<file path="src/rtl/rom_arb_pkg.sv">
// Shared types and helpers for the ROM arbiter slice.
package rom_arb_pkg;

  localparam int unsigned NUM_REQ_MIN = 2;
  localparam int unsigned NUM_REQ_MAX = 8;

  typedef enum logic {
    ARB    = 1'b0,
    LOCKED = 1'b1
  } arb_state_e;

  // Width of a requester index; never narrower than one bit.
  function automatic int unsigned id_width(input int unsigned n);
    return (n <= 2) ? 1 : $clog2(n);
  endfunction

endpackage

</file>
<file path="src/rtl/rom_arbiter_rr_arbiter.sv">
// Combinational round-robin grant: first requester at or after ptr, wrapping.
// With mask_en set only the owner (one-hot) may win.
module rr_arbiter
  import rom_arb_pkg::*;
#(
  parameter int unsigned N   = 2,
  parameter int unsigned IDW = id_width(N)
) (
  input  logic [N-1:0]   i_req,
  input  logic [IDW-1:0] i_ptr,
  input  logic           i_mask_en,
  input  logic [N-1:0]   i_owner_oh,
  output logic [N-1:0]   o_grant
);

  logic [N-1:0] w_req;
  logic         w_found;

  assign w_req = i_mask_en ? (i_req & i_owner_oh) : i_req;

  // Scan two laps starting at ptr so the search wraps without modular indexing.
  always_comb begin
    o_grant = '0;
    w_found = 1'b0;
    for (int k = 0; k < 2 * N; k++) begin
      if (!w_found && (k >= int'(i_ptr)) && w_req[k % N]) begin
        o_grant[k % N] = 1'b1;
        w_found        = 1'b1;
      end
    end
  end

endmodule

</file>
<file path="src/rtl/rom_arbiter.sv">
// Round-robin sharing of one single-port sync ROM among NUM_REQ requesters,
// with owner-locked bursts and a tag pipeline steering read data back.
// Optional macro ROM_ARB_RSP_REG_EN adds a registered response stage (latency 2).
module rom_arbiter
  import rom_arb_pkg::*;
#(
  parameter int unsigned NUM_REQ    = 2,
  parameter int unsigned ADDR_WIDTH = 6,
  parameter int unsigned DATA_WIDTH = 8
) (
  input  logic                            clk,
  input  logic                            rst,
  input  logic [NUM_REQ-1:0]              i_req_valid,
  input  logic [NUM_REQ-1:0]              i_req_lock,
  input  logic [NUM_REQ*ADDR_WIDTH-1:0]   i_req_addr,
  output logic [NUM_REQ-1:0]              o_req_ready,
  output logic [ADDR_WIDTH-1:0]           o_rom_addr,
  input  logic [DATA_WIDTH-1:0]           i_rom_data,
  output logic [NUM_REQ-1:0]              o_rsp_valid,
  output logic [DATA_WIDTH-1:0]           o_rsp_data
);

  localparam int unsigned     IDW     = id_width(NUM_REQ);
  localparam logic [IDW-1:0]  LAST_ID = IDW'(NUM_REQ - 1);

  if ((NUM_REQ < NUM_REQ_MIN) || (NUM_REQ > NUM_REQ_MAX)) begin : g_bad_num_req
    $error("rom_arbiter: NUM_REQ out of range");
  end

  arb_state_e              r_state;
  logic [IDW-1:0]          r_rr_ptr;
  logic [IDW-1:0]          r_owner;
  logic                    r_tag_valid;
  logic [IDW-1:0]          r_tag_id;
  logic [ADDR_WIDTH-1:0]   r_addr_hold;

  logic [NUM_REQ-1:0]      w_grant;
  logic [NUM_REQ-1:0]      w_ready;
  logic [NUM_REQ-1:0]      w_owner_oh;
  logic                    w_accept;
  logic                    w_gnt_lock;
  logic [IDW-1:0]          w_gnt_id;
  logic [IDW-1:0]          w_next_ptr;
  logic [ADDR_WIDTH-1:0]   w_sel_addr;

  assign w_owner_oh = NUM_REQ'(1) << r_owner;

  rr_arbiter #(
    .N   (NUM_REQ),
    .IDW (IDW)
  ) u_rr_arbiter (
    .i_req      (i_req_valid),
    .i_ptr      (r_rr_ptr),
    .i_mask_en  (r_state == LOCKED),
    .i_owner_oh (w_owner_oh),
    .o_grant    (w_grant)
  );

  // Encode the one-hot grant into an index and pick that requester's address.
  always_comb begin
    w_gnt_id   = '0;
    w_sel_addr = '0;
    for (int i = 0; i < NUM_REQ; i++) begin
      if (w_grant[i]) begin
        w_gnt_id   = IDW'(i);
        w_sel_addr = i_req_addr[i*ADDR_WIDTH +: ADDR_WIDTH];
      end
    end
  end

  assign w_ready     = rst ? '0 : w_grant;
  assign w_accept    = |w_ready;
  assign w_gnt_lock  = |(w_ready & i_req_lock);
  assign w_next_ptr  = (w_gnt_id == LAST_ID) ? '0 : (w_gnt_id + IDW'(1));
  assign o_req_ready = w_ready;
  assign o_rom_addr  = w_accept ? w_sel_addr : r_addr_hold;

  // Arbitration FSM, round-robin pointer, address hold and read tag.
  always_ff @(posedge clk or posedge rst) begin
    if (rst) begin
      r_state     <= ARB;
      r_rr_ptr    <= '0;
      r_owner     <= '0;
      r_tag_valid <= 1'b0;
      r_tag_id    <= '0;
      r_addr_hold <= '0;
    end else begin
      r_tag_valid <= w_accept;
      if (w_accept) begin
        r_tag_id    <= w_gnt_id;
        r_rr_ptr    <= w_next_ptr;
        r_addr_hold <= w_sel_addr;
        if (w_gnt_lock) begin
          r_state <= LOCKED;
          r_owner <= w_gnt_id;
        end else begin
          r_state <= ARB;
        end
      end
    end
  end

`ifdef ROM_ARB_RSP_REG_EN
  logic                  r_rsp_valid;
  logic [IDW-1:0]        r_rsp_id;
  logic [DATA_WIDTH-1:0] r_rsp_data;

  // Extra response stage: retime ROM data and tag by one cycle.
  always_ff @(posedge clk or posedge rst) begin
    if (rst) begin
      r_rsp_valid <= 1'b0;
      r_rsp_id    <= '0;
      r_rsp_data  <= '0;
    end else begin
      r_rsp_valid <= r_tag_valid;
      r_rsp_id    <= r_tag_id;
      r_rsp_data  <= i_rom_data;
    end
  end

  assign o_rsp_valid = r_rsp_valid ? (NUM_REQ'(1) << r_rsp_id) : '0;
  assign o_rsp_data  = r_rsp_data;
`else
  assign o_rsp_valid = r_tag_valid ? (NUM_REQ'(1) << r_tag_id) : '0;
  assign o_rsp_data  = r_tag_valid ? i_rom_data : '0;
`endif

endmodule

</file>
<file path="config.mk">
export PLATFORM = sky130hd
export DESIGN_NAME = rom_arbiter
export DESIGN_NICKNAME = d
export VERILOG_FILES = /design/src/rtl/rom_arb_pkg.sv /design/src/rtl/rom_arbiter_rr_arbiter.sv /design/src/rtl/rom_arbiter.sv
export SDC_FILE = /design/constraint.sdc
export NUM_CORES = 1
export LEC_CHECK = 0
export BUFFER_PORTS_ARGS = -buffer_cell sky130_fd_sc_hd__buf_2
export CAP_MARGIN = 20
export CORE_ASPECT_RATIO = 1.5
export CORE_UTILIZATION = 35
export DETAILED_ROUTE_END_ITERATION = 8
export PLACE_DENSITY = 0.68
export SETUP_SLACK_MARGIN = 0.05
export SYNTH_ARGS = -nofsm -noshare
export SYNTH_HDL_FRONTEND = slang
export SYNTH_SLANG_ARGS = --single-unit
export TNS_END_PERCENT = 5
</file>
<file path="constraint.sdc">
create_clock -name clk -period 1.67 [get_ports clk]
set_clock_uncertainty 0.15 [all_clocks]
set_input_delay 0.0835 -clock clk [delete_from_list [all_inputs] [get_ports clk]]
set_output_delay 0.0835 -clock clk [all_outputs]
set_load 0.005 [all_outputs]
</file>
==> results.md, run 1 <==
- Clk pin slew, worst setup/hold paths: ~70 ps
- 1st-pass router iterations: 4
- I/O pin count: 44
- Clock sink count: 11
- Internal power: 988.8 uW
- Nets: between 150 and 200
- Vias in the first global route: 825
- Initial antenna violation count: 0
- Critical path type: reg2out
- Clk pwr share: 11.2%
- Routed WL: 2238 um
- Global-route wire length before repair: between 3000 and 4000 um
- Post-synthesis cell count: 71
- Initial Util: 37.65%
- Sequential Power Share: 29.0%
- RSZ-0062 raised after global routing: true
- Setup violations, final: 6
- Period utilization: 115.1%
- Final hold vios: 0
- Arr. time, crit path: roughly 1700 ps
- Share of layout cells above drive strength 1: between 50% and 60%
- Total Negative Setup Slacks: -1424 ps
- Synth top area share: between 30% and 40%
- Post-synth EDFFs: 0
- Lkg Pwr: 0.5843 nW
- Startpoint Class: flop
- Ant. Diodes: 0
- DPL Wire Length: 1570 um
- Synth top area cells: dfrtp_1 39%, o311ai_2 14%, nand4_1 13%
- Core Box Area: 1854 um2
- Switching power: 606.0 uW
- IO Port Bufs: 43
- Die Width: 38.47 um
- Crit Path Max Fanout: 5
- Vias: 801
- Reg2reg end: r_state
- Area leader, netlist: dfrtp_1
- Synth cell types: 19
- Endpoint of the worst hold path: r_addr_hold[1]
- CTS tree: done
- Worst rel slew slack: a little over 70%
- Sw frac: 38.00%
- Worst R2R Start: r_state
- Congestion Overflow GR: 0
- Mapped cell area: 698.2 um2
- # rows: 19
- Ys async rst share: 100.0%
- Max Slew Vio Count: 0
- Failing checks: negative setup slack
- Inserted Clock Buffers: 3
- PwrDens: 1359 nW/um2
- Least-Margin Pin Slew: approximately 440 ps
- Status: complete, but fails checks
- Hold path startpoint: i_req_addr[1]
- DRT antenna net count: 0
- Avg Cell Area, Syn: between 9 and 10 um2
- Maximum clock rate: 520.4 MHz
- Worst vdd ir: 0.8013 mV
- # DRC: 0
- DR WL/cell: 14.92 um
- Worst R2R Path Depth: 4
- Total Routing Usage GR: 22.25%
- Maxcap violations: 0
- Largest net degree at the start of global routing: 12
- Crit. End Element: primary output
- Hold Path Class: in2reg
- Seq cells post-synth: 11
- Area Growth Syn to Fin: 68.10%
- Vias per inst: around 5.3
- Fin worst setup slack: -251.6 ps
- Most frequent cells after synthesis: 14 x nand4_1, 11 x dfrtp_1, 11 x inv_1
- Syn nets: 97
- Worst R2R Setup Slack: 30 ps
- Clock Root Buffer: clkbuf_4
- Hold Crit Depth: 3
- Pwr Total: 1.595 mW
- Yosys warns: 0
- Sequential area share after synthesis: 39.43%
- Fin crit period: 1922 ps
- DR iter-0 viols: 12
- Die Span Y: ~57 um
- Routability congestion estimate: between 0.7 and 0.8
- Most numerous cell in the Yosys netlist: nand4_1
- H-tree lvl count: 1
- Main synth FF type: dfrtp_1
- Critical Path RT: 1440 ps
- Logic pwr share: 59.7%
- Die area: 2181 um2
- Max Buffers Root-to-Sink: 2
- Worst-Skew Late Latency: roughly 260 ps
worst max-delay path by stage:
stage,cells past startpoint,endpoint,slack [ps],start
4_1_cts,4,o_rom_addr[1],-250,r_state
6_report,4,o_rom_addr[1],-250,r_state
3_5_place_dp,4,o_rom_addr[0],30,r_rr_ptr
3_3_place_gp,4,o_rom_addr[1],50,r_rr_ptr
5_1_grt,4,o_rom_addr[3],-300,r_rr_ptr
2_1_floorplan,5,r_addr_hold[0],10,r_rr_ptr
per-layer routing:
| layer | part of all wire, % | up-vias | global-route usage [%] |
|---|---|---|---|
| li1 | - | 375 | - |
| met1 | 35 | 383 | 22.62 |
| met2 | 59 | 37 | 41.89 |
| met3 | 4.8 | 6 | 3.953 |
| met4 | 1.2 | 0 | 7.882 |
| met5 | 0 | - | 0 |
state kept, by name (all words and copies together) (netlist names):
| register | count |
|---|---|
| r_rr_ptr | 1 |
| r_addr_hold | 6 |
| r_tag_valid | 1 |
| r_tag_id | 1 |
| r_owner | 1 |
| r_state | 1 |
cell usage in the layout (no fill, tap or decap):
master | netlist | layout
buf_2 | 1 | 43
nand4_1 | 14 | 14
inv_1 | 11 | 11
dfrtp_1 | 11 | 11
and2_1 | 9 | 9
buf_4 | 0 | 9
o311ai_4 | 0 | 7
dlygate4sd3_1 | 0 | 6
nor2b_1 | 3 | 3
and3_4 | 1 | 3
clkbuf_4 | 0 | 3
o21bai_1 | 2 | 2
nand3b_1 | 1 | 1
nand2_2 | 0 | 1
or3b_4 | 0 | 1
or2b_1 | 1 | 1
or2_1 | 1 | 1
a21boi_1 | 1 | 1
clkbuf_1 | 3 | 1
buf_12 | 0 | 1
worst max-delay path, stage by stage (launching register included):
cell      delay [ps]
dfrtp_1          400
or3b_4           400
and3_4           210
o311ai_4         240
buf_2            160
power by group through the flow:
stage	Sequential, mW	Clock [mW]	Combinational [mW]
2_1_floorplan	0.447	0	0.555
3_3_place_gp	0.457	0	0.825
3_5_place_dp	0.468	0	0.836
4_1_cts	0.462	0.187	0.909
5_1_grt	0.476	0.198	1.02
6_report	0.463	0.179	0.952
cell type report:
cell class	instances	area (um2)
fillers	176	680.7
multi-input cells	44	441.7
repair buffers	59	362.8
flip-flops and latches	11	275.3
inverters	11	41.29
clock buffers	4	26.28
well taps	21	26.28
repair_timing:
action / CTS / global route
gates resized for setup: 3 / 3
hold endpoints to repair: 16 / 0
setup endpoints to repair: 7 / 9
hold buffers: 6 / 0
setup buffers: 2 / 0
gates cloned: 1 / 0
pin swaps: 0 / 1
cell families after synthesis:
group           Yosys count  share of synthesized area, %
buf+inv                  17                         11.47
simple gates             33                         30.65
compound gates           10                         18.46
flops                    11                         39.43
metrics by stage:
stage	instances	worst slack, ps	instance area, um2	utilization [%]	hold WS [ps]
global route	150	-302.4	1174	63.29	10.31
global placement	137	52.63	1033	55.74	-33.23
detailed placement	137	26.53	1033	55.74	-26.05
CTS	150	-252.8	1154	62.21	2.546
finish	150	-251.6	1174	63.29	8.201
floorplan	71	13.15	762.0	-	-214.1
(Power assumes the default switching activity.)
==> run 2, diff against run 1 <==
--- a/config.mk
+++ b/config.mk
@@ -7,12 +7,12 @@
 export LEC_CHECK = 0
 export BUFFER_PORTS_ARGS = -buffer_cell sky130_fd_sc_hd__buf_2
 export CAP_MARGIN = 20
-export CORE_ASPECT_RATIO = 1.5
 export CORE_UTILIZATION = 35
 export DETAILED_ROUTE_END_ITERATION = 8
-export PLACE_DENSITY = 0.68
+export PLACE_DENSITY = 0.71
 export SETUP_SLACK_MARGIN = 0.05
 export SYNTH_ARGS = -nofsm -noshare
 export SYNTH_HDL_FRONTEND = slang
+export SYNTH_HIERARCHICAL = 1
 export SYNTH_SLANG_ARGS = --single-unit
 export TNS_END_PERCENT = 5
==> run 2 against run 1 <==
Compared with the run above:
- the run ends with design-rule violations, negative setup slack left
- clock-buffer cell count is the same
- critical path depth grew 3
- die area shrank 10%
- final cell count is the same
==> results.md, run 2 <==
- Status: complete, but fails checks
- Failing checks: design-rule violations, negative setup slack
- Fin cells: 150
- Crit path capture: o_rom_addr[1]
- Vias: 758
- Synth top area cells: dfrtp_1 44%, and2_1 9.0%, o32ai_1 8.4%
- Clock Root Buffer: clkbuf_4
- Period utilization: 124.0%
- Nets: roughly 160
- Met3 Use GR: 4.082%
- Grt peak-use layer: met2
- Routed WL: about 1900 um
- Congestion Overflow GR: 0
- Routability congestion estimate: 0.7502
- H-tree lvl count: 1
- # rows: 14
- Worst R2R Setup Slack: -240 ps
- Ys async rst share: 100.0%
- Global-route wire length before repair: a little under 3000 um
- Worst vdd ir: 0.9843 mV
- Vias in the first global route: 728
- Initial antenna violation count: 0
- Most numerous cell in the Yosys netlist: dfrtp_1
- DRT antenna net count: 0
- Lkg Pwr: approximately 0.60 nW
- Least-Margin Pin Slew: between 300 and 400 ps
- DPL Wire Length: 1252 um
- Ant. Diodes: 0
- Die Width: 44.24 um
- Critical path type: reg2out
- Final hold vios: 0
- Arr. time, crit path: 1840 ps
- Post-synth EDFFs: 0
- Critical Path RT: 1440 ps
- CTS tree: done
- Synth top area share: 44.09%
- Core Box Area: 1577 um2
- Total Negative Setup Slacks: -3193 ps
- Hold WS: 37.37 ps
- Main synth FF type: dfrtp_1
- Maximum clock rate: between 400 and 500 MHz
- Hold Path Class: in2reg
- Share of layout cells above drive strength 1: between 50% and 60%
- Max Buffers Root-to-Sink: 2
- IO Port Bufs: 43
- Fin crit period: 2071 ps
- Max Slew Vio Count: 0
- Clock sink count: 11
- RSZ-0062 raised after global routing: true
- Vias per inst: 5.053
- Fin worst setup slack: -401.4 ps
- Synth cell types: 18
- Startpoint Class: flop
- Setup violations, final: 14
- CP startpoint: r_owner
- # DRC: 3
- I/O pin count: 44
- Area Growth Syn to Fin: 83.37%
- Post-synthesis cell count: 68
- Largest register FFs: 6
- Most common cell after layout, fill and taps aside: buf_2
- Area leader, netlist: dfrtp_1
- Most frequent cells in the layout: 43 x buf_2, 11 x dfrtp_1, 10 x nor2_1, 10 x buf_4
- Initial Util: 39.60%
- Worst-Skew Late Latency: 270 ps
- Total Routing Usage GR: about a fifth
- Maxcap violations: 0
- GRT met1 Usage: between 20% and 30%
- Syn nets: 94
- Worst rel slew slack: 75.68%
- PwrDens: 1458 nW/um2
- Worst R2R Start: r_owner
- Crit. End Element: primary output
- DR WL/cell: 12.37 um
- Mapped cell area: 624.3 um2
- Placed cells: 130
- DR iter-0 viols: 10
- Clk pin slew, worst setup/hold paths: about 70 ps
- Avg Cell Area, Syn: 9.182 um2
- Reg2reg end: r_addr_hold[4]
- Inserted Clock Buffers: 3
- Sequential area share after synthesis: 44.09%
- Most frequent cells after synthesis: 11 x dfrtp_1, 10 x nor2_1, 9 x and2_1
- Largest net degree at the start of global routing: 13
- Yosys warns: 6
- Top reg by flops: r_addr_hold
- Worst R2R Path Depth: 8
- Met2 Use GR: 43.53%
- Seq cells post-synth: 11
- Die Span Y: 44.24 um
- 1st-pass router iterations: 8
- Fillers: 112
- Crit Path Max Fanout: 6
- Die area: 1957 um2
==> run 2: changes by cell type in the layout (fill, tap and decap cells not counted), sizes merged, moves of 6 or more <==
cell    delta
inv        -6
nand4     -14
nor2      +10
o22ai      +6
o311ai     -7
o32ai      +6
==> run 2: metal layers <==
layer,routed length (um),part of all wire (%)
met4,19,1.0
met5,0,0
met1,678,37
met3,121,6.5
met2,1037,56
==> run 2: worst min path at each step <==
stage / endpoint / slack [ps] / cells past startpoint / from
2_1_floorplan: r_addr_hold[0] / -160 / 1 / rst
3_3_place_gp: r_addr_hold[1] / -40 / 2 / rst
3_5_place_dp: r_addr_hold[1] / -40 / 2 / rst
4_1_cts: r_addr_hold[2] / 7 / 3 / i_req_addr[2]
5_1_grt: r_tag_id / 50 / 3 / rst
6_report: r_tag_id / 40 / 3 / rst
==> run 2: repair_timing <==
item                                   in CTS  in global routing
setup endpoints to repair                  17                 18
buffers inserted                            7                  0
endpoints found under the hold margin      17                  1
pin swaps                                  14                  6
hold buffers                                8                  1
gates resized for setup                    17                  5
==> run 2: layout make-up <==
class	count	area [um2]	area share [%]
clock buffers	4	26.28	2.295
inverters	5	18.77	1.639
well taps	16	20.02	1.749
repair buffers	66	425.4	37.16
multi-input cells	48	379.1	33.11
flip-flops and latches	11	275.3	24.04
==> run 2: worst max-delay path: stages (launching register included) <==
cell	delay, ps
dfrtp_1	410
nand2b_4	170
a311oi_2	270
buf_4	190
or2_4	170
o32ai_2	80
nor2_1	150
buf_2	140
==> run 2: cell families after synthesis <==
family,Yosys count,synth area share [%]
compound gates,20,23.65
buf+inv,9,8.217
flops,11,44.09
simple gates,28,24.05
==> run 2: power breakdown <==
part | internal (mW) | leakage, nW | switching, mW
sequential | 0.399 | 0.130 | 0.111
clock | 0.0924 | 0.0150 | 0.0912
combinational | 0.565 | 0.454 | 0.410
total | 1.06 | 0.599 | 0.612
==> run 2: stage by stage <==
stage          power [mW]  utilization [%]  setup slack, ps  cell area [um2]
6_report            1.669            72.62           -401.4             1145
5_1_grt             1.787            72.62           -505.6             1145
4_1_cts             1.634            71.43           -375.9             1126
3_5_place_dp        1.137            55.79           -227.4            879.6
3_3_place_gp        1.115            55.79           -170.0            879.6
2_1_floorplan      0.8894                -           -51.24            624.3
